`config.mk`:
```
export PLATFORM = sky130hd
export DESIGN_NAME = box_plot_sink_flat
export DESIGN_NICKNAME = d
export VERILOG_FILES = /design/src/rtl/draw_pkg.sv /design/src/rtl/box_plot_sink_if.sv /design/src/rtl/plot_req_fifo.sv /design/src/rtl/box_plot_sink.sv /design/src/flat_wrapper.sv
export SDC_FILE = /design/constraint.sdc
export NUM_CORES = 1
export LEC_CHECK = 0
export BUFFER_PORTS_ARGS = -buffer_cell sky130_fd_sc_hd__clkbuf_2
export CAP_MARGIN = 20
export CORE_AREA = 2 2 114 116
export DETAILED_ROUTE_END_ITERATION = 16
export DIE_AREA = 0 0 116 118
export GPL_TIMING_DRIVEN = 0
export SYNTH_ARGS = -nofsm -noshare
export SYNTH_HDL_FRONTEND = slang
export SYNTH_SLANG_ARGS = --single-unit
```
`constraint.sdc`:
```
create_clock -name clk -period 4.4 [get_ports clk]
set_input_delay 0.44 -clock clk [delete_from_list [all_inputs] [get_ports clk]]
set_output_delay 0.44 -clock clk [all_outputs]
set_load 0.02 [all_outputs]
```
`src/rtl/draw_pkg.sv`:
```
// Shared screen geometry, field widths and the box-request record used by the
// plot pipeline.
package draw_pkg;

  localparam int X_W   = 8;
  localparam int Y_W   = 7;
  localparam int COL_W = 3;
  localparam int REQ_W = X_W + Y_W + COL_W;

  localparam int X_MAX = 159;
  localparam int Y_MAX = 119;

  localparam logic [COL_W-1:0] WHITE = 3'b111;
  localparam logic [COL_W-1:0] BLACK = 3'b000;

  typedef struct packed {
    logic [X_W-1:0]   x;
    logic [Y_W-1:0]   y;
    logic [COL_W-1:0] colour;
  } box_req_t;

  typedef enum logic {
    S_IDLE = 1'b0,
    S_DRAW = 1'b1
  } draw_state_t;

endpackage

```
`src/rtl/box_plot_sink_if.sv`:
```
// Request stream into the box plotter plus the pixel write port it drives
// toward the VGA adapter.
interface box_plot_sink_if;

  // Handshake: a request transfers on any clk edge where req_valid && req_ready.
  // req_ready reflects only buffer space, never a same-cycle drain.
  logic                      req_valid;
  logic                      req_ready;
  logic [draw_pkg::X_W-1:0]   req_x;
  logic [draw_pkg::Y_W-1:0]   req_y;
  logic [draw_pkg::COL_W-1:0] req_colour;

  logic [draw_pkg::X_W-1:0]   vga_x;
  logic [draw_pkg::Y_W-1:0]   vga_y;
  logic [draw_pkg::COL_W-1:0] vga_colour;
  logic                      vga_plot;

  modport master (
    output req_valid, req_x, req_y, req_colour,
    input  req_ready, vga_x, vga_y, vga_colour, vga_plot
  );

  modport slave (
    input  req_valid, req_x, req_y, req_colour,
    output req_ready, vga_x, vga_y, vga_colour, vga_plot
  );

endinterface

```
`src/rtl/plot_req_fifo.sv`:
```
// Small synchronous FIFO holding pending box requests; head is read
// combinationally so a pop can load the working registers on the same edge.
module plot_req_fifo #(
    parameter int WIDTH = 18,
    parameter int DEPTH = 4
) (
    input  logic                     clk,
    input  logic                     rst_n,
    input  logic                     push,
    input  logic                     pop,
    input  logic [WIDTH-1:0]         din,
    output logic [WIDTH-1:0]         dout,
    output logic                     full,
    output logic                     empty,
    output logic [$clog2(DEPTH):0]   count
);

    localparam int AW = $clog2(DEPTH);
    localparam logic [AW:0] FULL_CNT = (AW + 1)'(DEPTH);

    logic [WIDTH-1:0] mem [DEPTH];
    logic [AW-1:0]    wr_ptr;
    logic [AW-1:0]    rd_ptr;
    logic             do_push;
    logic             do_pop;

    assign full    = (count == FULL_CNT);
    assign empty   = (count == '0);
    assign do_push = push && !full;
    assign do_pop  = pop && !empty;
    assign dout    = mem[rd_ptr];

    always_ff @(posedge clk or negedge rst_n) begin
        if (!rst_n) begin
            wr_ptr <= '0;
            rd_ptr <= '0;
            count  <= '0;
        end else begin
            if (do_push) wr_ptr <= wr_ptr + 1'b1;
            if (do_pop)  rd_ptr <= rd_ptr + 1'b1;
            case ({do_push, do_pop})
                2'b10:   count <= count + 1'b1;
                2'b01:   count <= count - 1'b1;
                default: ;
            endcase
        end
    end

    // Storage needs no reset: occupancy alone decides what is valid.
    always_ff @(posedge clk) begin
        if (do_push) mem[wr_ptr] <= din;
    end

endmodule

```
`src/rtl/box_plot_sink.sv`:
```
// Buffers box-draw requests and rasterises each one into BOX_W x BOX_H
// single-pixel writes, one per clock, clipping anything off screen.
module box_plot_sink
  import draw_pkg::*;
#(
    parameter int BOX_W      = 4,
    parameter int BOX_H      = 4,
    parameter int FIFO_DEPTH = 4,
    parameter int X_MAX      = draw_pkg::X_MAX,
    parameter int Y_MAX      = draw_pkg::Y_MAX
) (
    input  logic              clk,
    input  logic              resetn,
    box_plot_sink_if.slave    bus,
    output logic              busy,
    output logic [7:0]        clip_count,
    output draw_state_t       dbg_state
);

    localparam int CNT_W = $clog2(FIFO_DEPTH) + 1;

    box_req_t          fifo_din;
    box_req_t          fifo_dout;
    logic              fifo_full;
    logic              fifo_empty;
    logic              fifo_pop;
    logic [CNT_W-1:0]  fifo_count;

    draw_state_t       state;
    draw_state_t       next_state;

    logic [X_W-1:0]    bx;
    logic [Y_W-1:0]    by;
    logic [COL_W-1:0]  bc;
    logic [2:0]        cx;
    logic [2:0]        cy;
    logic              last_x;
    logic              last_pix;
    logic [X_W:0]      sum_x;
    logic [Y_W:0]      sum_y;
    logic              on_screen;

    logic [X_W-1:0]    vga_x_r,   x_d;
    logic [Y_W-1:0]    vga_y_r,   y_d;
    logic [COL_W-1:0]  vga_col_r, col_d;
    logic              vga_plot_r, plot_d;
    logic              clip_inc;

    assign fifo_din      = {bus.req_x, bus.req_y, bus.req_colour};
    assign bus.req_ready = !fifo_full;

    plot_req_fifo #(.WIDTH(REQ_W), .DEPTH(FIFO_DEPTH)) u_fifo (
        .clk   (clk),
        .rst_n (resetn),
        .push  (bus.req_valid && !fifo_full),
        .pop   (fifo_pop),
        .din   (fifo_din),
        .dout  (fifo_dout),
        .full  (fifo_full),
        .empty (fifo_empty),
        .count (fifo_count)
    );

    assign last_x    = (cx == 3'(BOX_W - 1));
    assign last_pix  = last_x && (cy == 3'(BOX_H - 1));
    // Sums carry one extra bit so boxes hanging past the screen edge clip
    // instead of wrapping back onto it.
    assign sum_x     = {1'b0, bx} + {6'b0, cx};
    assign sum_y     = {1'b0, by} + {5'b0, cy};
    assign on_screen = (sum_x <= 9'(X_MAX)) && (sum_y <= 8'(Y_MAX));

    always_ff @(posedge clk or negedge resetn) begin
        if (!resetn) state <= S_IDLE;
        else         state <= next_state;
    end

    // Popping on the last pixel chains boxes back to back with no idle cycle.
    always_comb begin
        next_state = state;
        fifo_pop   = 1'b0;
        case (state)
            S_IDLE: begin
                if (!fifo_empty) begin
                    next_state = S_DRAW;
                    fifo_pop   = 1'b1;
                end
            end
            S_DRAW: begin
                if (last_pix) begin
                    if (!fifo_empty) fifo_pop   = 1'b1;
                    else             next_state = S_IDLE;
                end
            end
            default: next_state = S_IDLE;
        endcase
    end

    always_comb begin
        x_d      = vga_x_r;
        y_d      = vga_y_r;
        col_d    = vga_col_r;
        plot_d   = 1'b0;
        clip_inc = 1'b0;
        if (state == S_DRAW) begin
            x_d      = sum_x[X_W-1:0];
            y_d      = sum_y[Y_W-1:0];
            col_d    = bc;
            plot_d   = on_screen;
            clip_inc = !on_screen;
        end
    end

    always_ff @(posedge clk or negedge resetn) begin
        if (!resetn) begin
            bx <= '0;
            by <= '0;
            bc <= '0;
            cx <= '0;
            cy <= '0;
        end else if (fifo_pop) begin
            {bx, by, bc} <= fifo_dout;
            cx <= '0;
            cy <= '0;
        end else if (state == S_DRAW) begin
            if (last_x) begin
                cx <= '0;
                cy <= cy + 1'b1;
            end else begin
                cx <= cx + 1'b1;
            end
        end
    end

    always_ff @(posedge clk or negedge resetn) begin
        if (!resetn) begin
            vga_x_r    <= '0;
            vga_y_r    <= '0;
            vga_col_r  <= '0;
            vga_plot_r <= 1'b0;
            clip_count <= '0;
        end else begin
            vga_x_r    <= x_d;
            vga_y_r    <= y_d;
            vga_col_r  <= col_d;
            vga_plot_r <= plot_d;
            if (clip_inc && clip_count != 8'hFF) clip_count <= clip_count + 1'b1;
        end
    end

    assign bus.vga_x      = vga_x_r;
    assign bus.vga_y      = vga_y_r;
    assign bus.vga_colour = vga_col_r;
    assign bus.vga_plot   = vga_plot_r;
    assign busy           = (state == S_DRAW) || (fifo_count != '0);
    assign dbg_state      = state;

endmodule

```
`src/flat_wrapper.sv`:
```
// flat-port wrapper written by rule: the top's interface ports become plain ports
module box_plot_sink_flat import draw_pkg::*;
#(
    parameter int BOX_W      = 4,
    parameter int BOX_H      = 4,
    parameter int FIFO_DEPTH = 4,
    parameter int X_MAX      = draw_pkg::X_MAX,
    parameter int Y_MAX      = draw_pkg::Y_MAX
)
  (clk, resetn, busy, clip_count, dbg_state, bus_req_valid, bus_req_x, bus_req_y, bus_req_colour, bus_req_ready, bus_vga_x, bus_vga_y, bus_vga_colour, bus_vga_plot);
  box_plot_sink_if bus_i ();
  input  logic clk;
  input  logic resetn;
  output logic busy;
  output logic [7:0] clip_count;
  output draw_state_t dbg_state;
  input wire logic [$bits(bus_i.req_valid)-1:0] bus_req_valid;
  input wire logic [$bits(bus_i.req_x)-1:0] bus_req_x;
  input wire logic [$bits(bus_i.req_y)-1:0] bus_req_y;
  input wire logic [$bits(bus_i.req_colour)-1:0] bus_req_colour;
  output wire logic [$bits(bus_i.req_ready)-1:0] bus_req_ready;
  output wire logic [$bits(bus_i.vga_x)-1:0] bus_vga_x;
  output wire logic [$bits(bus_i.vga_y)-1:0] bus_vga_y;
  output wire logic [$bits(bus_i.vga_colour)-1:0] bus_vga_colour;
  output wire logic [$bits(bus_i.vga_plot)-1:0] bus_vga_plot;
  assign bus_i.req_valid = bus_req_valid;
  assign bus_i.req_x = bus_req_x;
  assign bus_i.req_y = bus_req_y;
  assign bus_i.req_colour = bus_req_colour;
  assign bus_req_ready = bus_i.req_ready;
  assign bus_vga_x = bus_i.vga_x;
  assign bus_vga_y = bus_i.vga_y;
  assign bus_vga_colour = bus_i.vga_colour;
  assign bus_vga_plot = bus_i.vga_plot;
  box_plot_sink #(.BOX_W(BOX_W), .BOX_H(BOX_H), .FIFO_DEPTH(FIFO_DEPTH), .X_MAX(X_MAX), .Y_MAX(Y_MAX)) u_core (.clk(clk), .resetn(resetn), .bus(bus_i), .busy(busy), .clip_count(clip_count), .dbg_state(dbg_state));
endmodule
```
; Word level (Yosys, flattened, before mapping)
; Memories as Yosys holds them, arrays and structs flattened. A register that Yosys moved wholly into a read port is not among the register bits.
; Cells that the tools add are included.
; Widths: inputs -> output; s select.
[totals]
inputBits = 21
register_bits = 41
mem_count = 1
output_inout_bits = 30
ram_bits = 72
word_cells = 63
[memory_table]
columns = memory, words, width, read_ports, rd_ports_with_merged_regs, write_ports, line
row1 = u_core.u_fifo.mem, 4, 18, 1, 1, 1, plot_req_fifo.sv:21  ; logic [WIDTH-1:0] mem [DEPTH];
[op_classes]
n_mux = 16
reduce_logical = 17
order_cmp = 2
n_eq_ne = 6
n_addsub = 9
bitwise = 1
[ops]
columns = operator, count
row1 = $mux 3, 6
row2 = $add 3x1->3 const B, 3
row3 = $add 8x3->9, 1
row4 = $le 9x8->1 const B, 1
row5 = $add 7x3->8, 1
row6 = $add 8x1->8 const B, 1
row7 = $le 8x7->1 const B, 1
row8 = $ne 8x8->1 const B, 1
row9 = $mux 1, 7
row10 = $eq 3x2->1 const B, 2
row11 = $logic_and 1x1->1, 6
row12 = $pmux 3 s2, 1
row13 = $reduce_bool 2->1, 3
row14 = $add 2x1->2 const B, 2
row15 = $logic_not 1->1, 4
row16 = $pmux 1 s2, 2
row17 = $eq 3x3->1 const B, 1
row18 = $logic_not 3->1, 1
row19 = $reduce_bool 3->1, 1
row20 = $sub 3x1->3 const B, 1
row21 = $eq 2x1->1 const B, 1
row22 = $eq 2x2->1 const B, 1
row23 = $reduce_and 2->1, 1
row24 = $logic_or 1x1->1, 1
row25 = $not 1->1, 1

; Logic depth before layout (Yosys ltp)
; Gate-level depths: netlist of run 1.
[depth]
depth_word = 7
depth_mapped = 11
mapped_depth_nobuf = 10

; Cells and area by module
; Synthesis of run 1 repeated with hierarchy kept, for this count alone.
[unflattened]
cells_unflattened = 338
area_unflattened_um2 = 5565.3
[modules_own_cells]
columns = mod, area_each_um2, cells_per_inst, instances, seq_area_each_um2
row1 = plot_req_fifo, 3037.9, 131, 1, 2337.2
row2 = box_plot_sink, 2527.4, 207, 1, 1301.2

; Least setup slack after synthesis of run 1
; Ideal clock, no wire load.
[synth_path]
kind = reg2reg
from = register u_core.cy[1]
to = register u_core.u_fifo.count[2]
slack_ps = 1949
period_less_slack_ps = 2451
path_buffers = 1
setup_time_ps = 79
t_arrival_ps = 2372
path_stages_with_launch = 12
cell_sequence = dfrtp_1 ha_1 ha_1 nand3b_1 a21oi_1 buf_2 ha_1 inv_1 fa_1 xor2_1 nor2_1 xor2_1
[synth_via]
elab_chain_len = 7
word_cells_on_any_way = 9
[synth_rtl]
columns = item, line
row1 = "start, declared", box_plot_sink.sv:36  ; logic [2:0] cy;
row2 = "start signal, assigned", box_plot_sink.sv:127  ; cy <= cy + 1'b1;
row3 = $eq 3x2->1 (*), box_plot_sink.sv:65  ; assign last_pix = last_x && (cy == 3'(BOX_H - 1));
row4 = $logic_and 1x1->1 (*), box_plot_sink.sv:65
row5 = $mux 1 (*), box_plot_sink.sv:89  ; if (last_pix) begin
row6 = $pmux 1 s2 (*), box_plot_sink.sv:81  ; case (state)
row7 = $logic_and 1x1->1 (*), plot_req_fifo.sv:30  ; assign do_pop = pop && !empty;
row8 = via u_core.u_fifo.do_pop, plot_req_fifo.sv:25  ; logic do_pop;
row9 = $eq 2x1->1 or $eq 2x2->1 (tied branches), plot_req_fifo.sv:41  ; case ({do_push, do_pop})
row10 = $pmux 3 s2 or $reduce_bool 2->1 (tied branches), n/a
row11 = "end signal, assigned", plot_req_fifo.sv:42  ; 2'b10: count <= count + 1'b1;
row12 = "end signal, assigned", plot_req_fifo.sv:43  ; 2'b01: count <= count - 1'b1;
row13 = "end, declared", plot_req_fifo.sv:15  ; output logic [$clog2(DEPTH):0] count
; Mark *: on every way through the listed nets, which the timed path passes. The rest lies on a longest branch.
; A chain may end at the register's enable or synchronous reset.

; Worst setup path in the final report of run 1
[layout_path]
from = register u_core.cy[0]
to = register u_core.u_fifo.count[2]
; Same word-level chain as after synthesis.

==> flow_metrics.env, run 1 <==
export IMPL_critPathCaptureType="flop"
export IMPL_vdd_drop_max_uv=318
export IMPL_drive_above_1_share_pct=31.3
export IMPL_synth_compound_area_share_pct=6.47
export IMPL_h_tree_depth=4
export IMPL_synthesis_area_um2=5630
export IMPL_insertion_delay_ns=0.41
export IMPL_skew_ns=0.00730
export IMPL_worstSetupPathType="reg -> reg"
export IMPL_power_total_uw=4800
export IMPL_cp_data_required_time_ns=4.74
export IMPL_cp_max_fo=10
export IMPL_drt_antenna_violating_nets=0
export IMPL_yosysSeqAreaShare_pct=64.6
export IMPL_min_period_ns=2.88
export IMPL_fmaxAchievable_mhz=347
export IMPL_gr_total_overflow=0
export IMPL_layout_common_cells="72 x edfxtp_1, 59 x dfrtp_1, 49 x clkbuf_2"
export IMPL_final_setup_tns_ns=0
export IMPL_die_x_um=116
export IMPL_hold_buffers=0
export IMPL_grt_pass1_vias=3214
export IMPL_vias=3103
export IMPL_fillCellCount=1063
export IMPL_core_area_um2=12400
export IMPL_cts_buffer_depth=2
export IMPL_drtPass1Iterations=4
export IMPL_syn_nets=395
export IMPL_die_h_um=118
export IMPL_status="finished clean"
export IMPL_vias_per_cell=5.09
export IMPL_yosys_area_share_simple_pct=6.09
export IMPL_rsz0062_at_grt="false"
export IMPL_final_max_slew_viol_count=0
export IMPL_async_flop_share_pct=45.0
export IMPL_cts_made_buffers=17
export IMPL_fin_cells=610
export IMPL_synthDistinctLibCells=47
export IMPL_max_cap_viol_count=0
export IMPL_cp_arrival_ns=3.22
export IMPL_wl_per_cell_um=16.1
export IMPL_syn_inst=356
export IMPL_synth_edf_count=72
export IMPL_synth_adder_area_share_pct=4.40
export IMPL_hp_class="in -> async"
export IMPL_clk_pin_slew_ns=0.05
export IMPL_first_iter_violations=166
export IMPL_layout_nets=464
export IMPL_synth_top_family_by_area="multiplexers"
export IMPL_synthMuxAreaShare_pct=13.0
export IMPL_grt_max_degree=60
export IMPL_hold_viol_final=0
export IMPL_dieArea_um2=13700
export IMPL_initial_core_util_pct=45.4
export IMPL_synthToLayoutAreaGrowth_pct=17.6
export IMPL_cts_sinks=131
export IMPL_setup_violations=0
export IMPL_drcViolationCount=0
export IMPL_slew_headroom_pct=32.1
export IMPL_synth_ff_latch_count=131
export IMPL_syn_avg_cell_area_um2=15.8
export IMPL_leakagePower_uw=0.00261
export IMPL_synth_ff_type="edfxtp_1"
export IMPL_port_buffers=50
export IMPL_antenna_found_initial=0
export IMPL_cts_repair_resized=0
export IMPL_crit_path_start_kind="flop"
export IMPL_layout_commonest_cell="edfxtp_1"
export IMPL_place_inst=578
export IMPL_yosys_area_share_xor_xnor_pct=3.42
export IMPL_rows=41
export IMPL_p_per_area_nw_per_um2=725
export IMPL_grt_pass1_wl_mm=16.6
export IMPL_dp_hpwl_mm=6.68
export IMPL_cts_root_buf="clkbuf_16"
export IMPL_cts_tree="built"
export IMPL_routabilityCongestion=0.800
export IMPL_post_route_period_util_pct=65.6
export IMPL_grt_use_total_pct=16.2
export IMPL_fin_util_pct=53.4
export IMPL_antenna_cells=0
export IMPL_cts_setup_buffers=0
export IMPL_ios=51
export IMPL_worst_pin_slew_ns=1.02
export IMPL_wirelength_mm=9.84
export IMPL_yosys_warnings=0
-- area by class of cell --
class | count | area (µm²) | area share (%)
buffer | 12 | 56.3 | 0.850
timing repair buffer | 50 | 253 | 3.81
inverter | 15 | 56.3 | 0.850
clock inverter | 14 | 96.3 | 1.45
multi-input combinational | 198 | 1880 | 28.4
clock buffer | 18 | 429 | 6.48
sequential | 131 | 3640 | 54.9
tap | 172 | 215 | 3.25
-- state kept, by name, indices dropped and copies added, names as in the netlist --
register,count
u_core.bc,3
u_core.dbg_state,1
u_core.u_fifo.count,3
u_core.by,7
u_core.bus.vga_colour,3
u_core.bus.vga_y,7
u_core.cx,3
u_core.bx,8
u_core.bus.vga_x,8
u_core.u_fifo.rd_ptr,2
u_core.bus.vga_plot,1
u_core.cy,3
u_core.u_fifo.wr_ptr,2
u_core.u_fifo.mem,72
u_core.clip_count,8
-- logic make-up after synthesis --
kind of cell | count (synthesis)
AOI/OAI and AO/OA | 49
xor gates and xnor gates | 22
adders and majority gates | 18
buffers and inverters | 27
DFF | 131
muxes | 47
and+or+nand+nor | 62
-- path summary, 6_finish.rpt --
kind | start | end | slack, ns | cells after the start
max | u_core.cy[0] | u_core.u_fifo.count[2] | 1.52 | 11
min | resetn | u_core.bus.vga_y[4] | 0.15 | 1
max reg2reg | u_core.cy[0] | u_core.u_fifo.count[2] | 1.52 | 11
min reg2reg | u_core.clip_count[6] | u_core.clip_count[6] | 0.49 | 1
max in group asynchronous | resetn | u_core.u_fifo.wr_ptr[1] | 3.73 | 1
min in group clk | bus_req_colour[2] | u_core.u_fifo.mem[2][2] | 0.24 | 1
-- per-stage QoR --
step           area [µm²]  setup WS, ns  hold WS (ns)
3_5_place_dp         6100          1.49         0.484
4_1_cts              6630          1.45         0.168
6_report             6630          1.52         0.149
5_1_grt              6630          1.24         0.208
3_3_place_gp         6100          1.50         0.481
2_1_floorplan        5630          1.95         0.144
-- Yosys cell counts, types with 3 or more instances --
master	n	area share [%]
ha_1	15	3.3
nand3_1	7	0.62
and3_1	6	0.67
mux4_2	18	7.2
xor2_1	12	1.9
mux2_2	26	5.2
fa_1	3	1.1
a311oi_1	4	0.62
xnor2_1	10	1.6
nand2_1	17	1.1
clkbuf_1	3	0.20
o21ai_0	11	0.98
dfrtp_1	59	26
a21oi_1	19	1.7
inv_1	15	1.0
nor2_1	10	0.67
or3_1	3	0.33
edfxtp_1	72	38
nand4_1	3	0.33
buf_2	6	0.53
-- power breakdown --
group          switching (µW)  internal, µW  total [µW]  leakage, µW
sequential                243          1720        1960      0.00136
clock                     488           757        1250     0.000244
combinational             867           733        1600      0.00101
-- metal layers --
layer | track usage (%) | wire length, µm | vias to the layer above
met5 | 0 | 0 | -
met4 | 6.92 | 170 | 0
met3 | 4.33 | 374 | 16
met2 | 24.9 | 4790 | 69
met1 | 21.8 | 4510 | 1530
li1 | - | - | 1488
-- worst max-delay path, stage by stage (launching register included) --
cell      delay, ns
dfrtp_1        0.39
ha_1           0.17
ha_1           0.16
nand3b_1       0.09
a21oi_1        0.49
buf_2          0.37
ha_1           0.23
inv_1          0.06
fa_1           0.42
xor2_1         0.15
nor2_1         0.11
xor2_1         0.14
(Power assumes the default switching activity.)
==> inputs of run 2 (changes only) <==
- PLACE_DENSITY: default -> 0.66
- clock period: 4.4 -> 2.4 ns (I/O delays scaled with it)
==> flow_metrics.env, run 2 (same netlist as run 1, synthesis figures left out) <==
export IMPL_wl_per_cell_um=16.8
export IMPL_insertion_delay_ns=0.41
export IMPL_cts_made_buffers=17
export IMPL_setup_violations=0
export IMPL_min_period_ns=2.32
export IMPL_ios=51
export IMPL_first_iter_violations=197
export IMPL_clk_pin_slew_ns=0.06
export IMPL_final_max_slew_viol_count=0
export IMPL_hp_class="in -> reg"
export IMPL_grt_pass1_vias=3190
export IMPL_drive_above_1_share_pct=36.3
export IMPL_core_area_um2=12400
export IMPL_cts_sinks=131
export IMPL_antenna_cells=0
export IMPL_drcViolationCount=0
export IMPL_crit_family="adder cells"
export IMPL_fmaxAchievable_mhz=430
export IMPL_wirelength_mm=10.4
export IMPL_max_cap_viol_count=0
export IMPL_layout_common_cells="72 x edfxtp_1, 59 x dfrtp_1, 49 x clkbuf_2"
export IMPL_skew_ns=0.00988
export IMPL_p_per_area_nw_per_um2=1370
export IMPL_vias_per_cell=5.09
export IMPL_crit_chain="ha_2, inv_1, fa_2, nor2b_2, or3_1, a31oi_4, buf_12, a31oi_4, mux2_4"
export IMPL_final_setup_tns_ns=0
export IMPL_critPathMostFrequentCell="a31oi_4"
export IMPL_cts_root_buf="clkbuf_16"
export IMPL_critPathCaptureType="flop"
export IMPL_vias=3148
export IMPL_routabilityCongestion=0.764
export IMPL_largest_reg_flops=72
export IMPL_layout_nets=472
export IMPL_hold_viol_final=0
export IMPL_post_route_period_util_pct=96.8
export IMPL_h_tree_depth=4
export IMPL_dp_hpwl_mm=6.68
export IMPL_port_buffers=50
export IMPL_dieArea_um2=13700
export IMPL_grt_use_total_pct=16.5
export IMPL_synthToLayoutAreaGrowth_pct=22.5
export IMPL_whs_ns=0.0412
export IMPL_cp_max_fo=8
export IMPL_drt_antenna_violating_nets=0
export IMPL_worstSetupPathType="reg -> reg"
export IMPL_die_x_um=116
export IMPL_worst_pin_slew_ns=0.994
export IMPL_grt_pass1_wl_mm=16.5
export IMPL_cts_buffer_depth=2
export IMPL_vdd_drop_max_uv=696
export IMPL_rows=41
export IMPL_cp_slowest_stage_delay_ns=0.41
export IMPL_die_h_um=118
export IMPL_timing_critical_path_buf_inv=2
export IMPL_grt_max_degree=60
export IMPL_regMostFlops="u_core.u_fifo.mem"
export IMPL_cp_slowest_cell="dfrtp_1"
export IMPL_drtPass1Iterations=5
export IMPL_initial_core_util_pct=45.4
export IMPL_power_total_uw=9460
export IMPL_cp_arrival_ns=2.62
export IMPL_cp_data_required_time_ns=2.70
export IMPL_slew_headroom_pct=33.7
export IMPL_cts_tree="built"
export IMPL_status="finished clean"
export IMPL_leakagePower_uw=0.00271
export IMPL_layout_commonest_cell="edfxtp_1"
export IMPL_gr_total_overflow=0
export IMPL_antenna_found_initial=0
export IMPL_crit_path_start_kind="flop"
## run 2: cell types whose count changed in the layout (fill, tap and decap cells not counted), moves of 3 or more
cell,previous run,this run
fa_2,0,3
bufinv_16,1,4
ha_2,0,3
buf_4,1,6
clkinv_1,7,0
ha_1,15,10
fa_1,3,0
## run 2: what timing repair did
action	4_1_cts	5_1_grt
pin swaps	3	8
endpoints found under the setup margin	11	4
setup buffers	4	3
endpoints found under the hold margin	59	0
resized for setup	9	9
hold buffers	1	0
## run 2: per-layer routing
layer  vias up  part of all wire (%)  global-route usage (%)
met3        12                   3.9                    6.33
li1       1503                     -                       -
met5         -                     0                       0
met4         0                   1.4                    5.88
met1      1568                    45                    20.9
met2        65                    50                    25.9
## run 2: final timing paths
check	start	end	slack [ns]	cells after the start
setup reg to reg	u_core.cy[0]	u_core.clip_count[1]	0.08	9
max in group asynchronous	resetn	u_core.cx[2]	1.39	2
hold / removal	bus_req_y[0]	u_core.u_fifo.mem[1][3]	0.04	1
hold reg to reg	u_core.clip_count[6]	u_core.clip_count[6]	0.50	1
min in group asynchronous	resetn	u_core.bus.vga_y[0]	0.49	2
setup / recovery	u_core.cy[0]	u_core.clip_count[1]	0.08	9
## run 2: where the power goes
group	internal, µW	switching, µW	leakage [µW]
Sequential	3140	470	0.00136
Clock	1770	936	0.000294
Combinational	1460	1670	0.00106
## run 2: layout make-up
type                       count  area (µm²)
tap                          172         215
clock buffer                  21         450
multi-input combinational    198        1960
timing repair buffer          58         340
buffer                        12        62.6
fill                        1016        5520
inverter                      15        56.3
sequential                   131        3640
clock inverter                11         178
## run 2: per-stage QoR
step           std cells  util, %  setup WS (ns)  cell area (µm²)
2_1_floorplan        356        -       0.000110             5640
3_3_place_gp         578     49.1         -0.290             6100
3_5_place_dp         578     49.2         -0.373             6100
4_1_cts              615     55.0         0.0252             6830
5_1_grt              618     55.6       -0.00219             6900
6_report             618     55.6         0.0756             6900
## run 2: worst reg2reg max path, cell delays in order (launching register included)
cell,delay (ns)
dfrtp_1,0.41
ha_2,0.23
inv_1,0.06
fa_2,0.37
nor2b_2,0.18
or3_1,0.17
a31oi_4,0.11
buf_12,0.17
a31oi_4,0.21
mux2_4,0.31
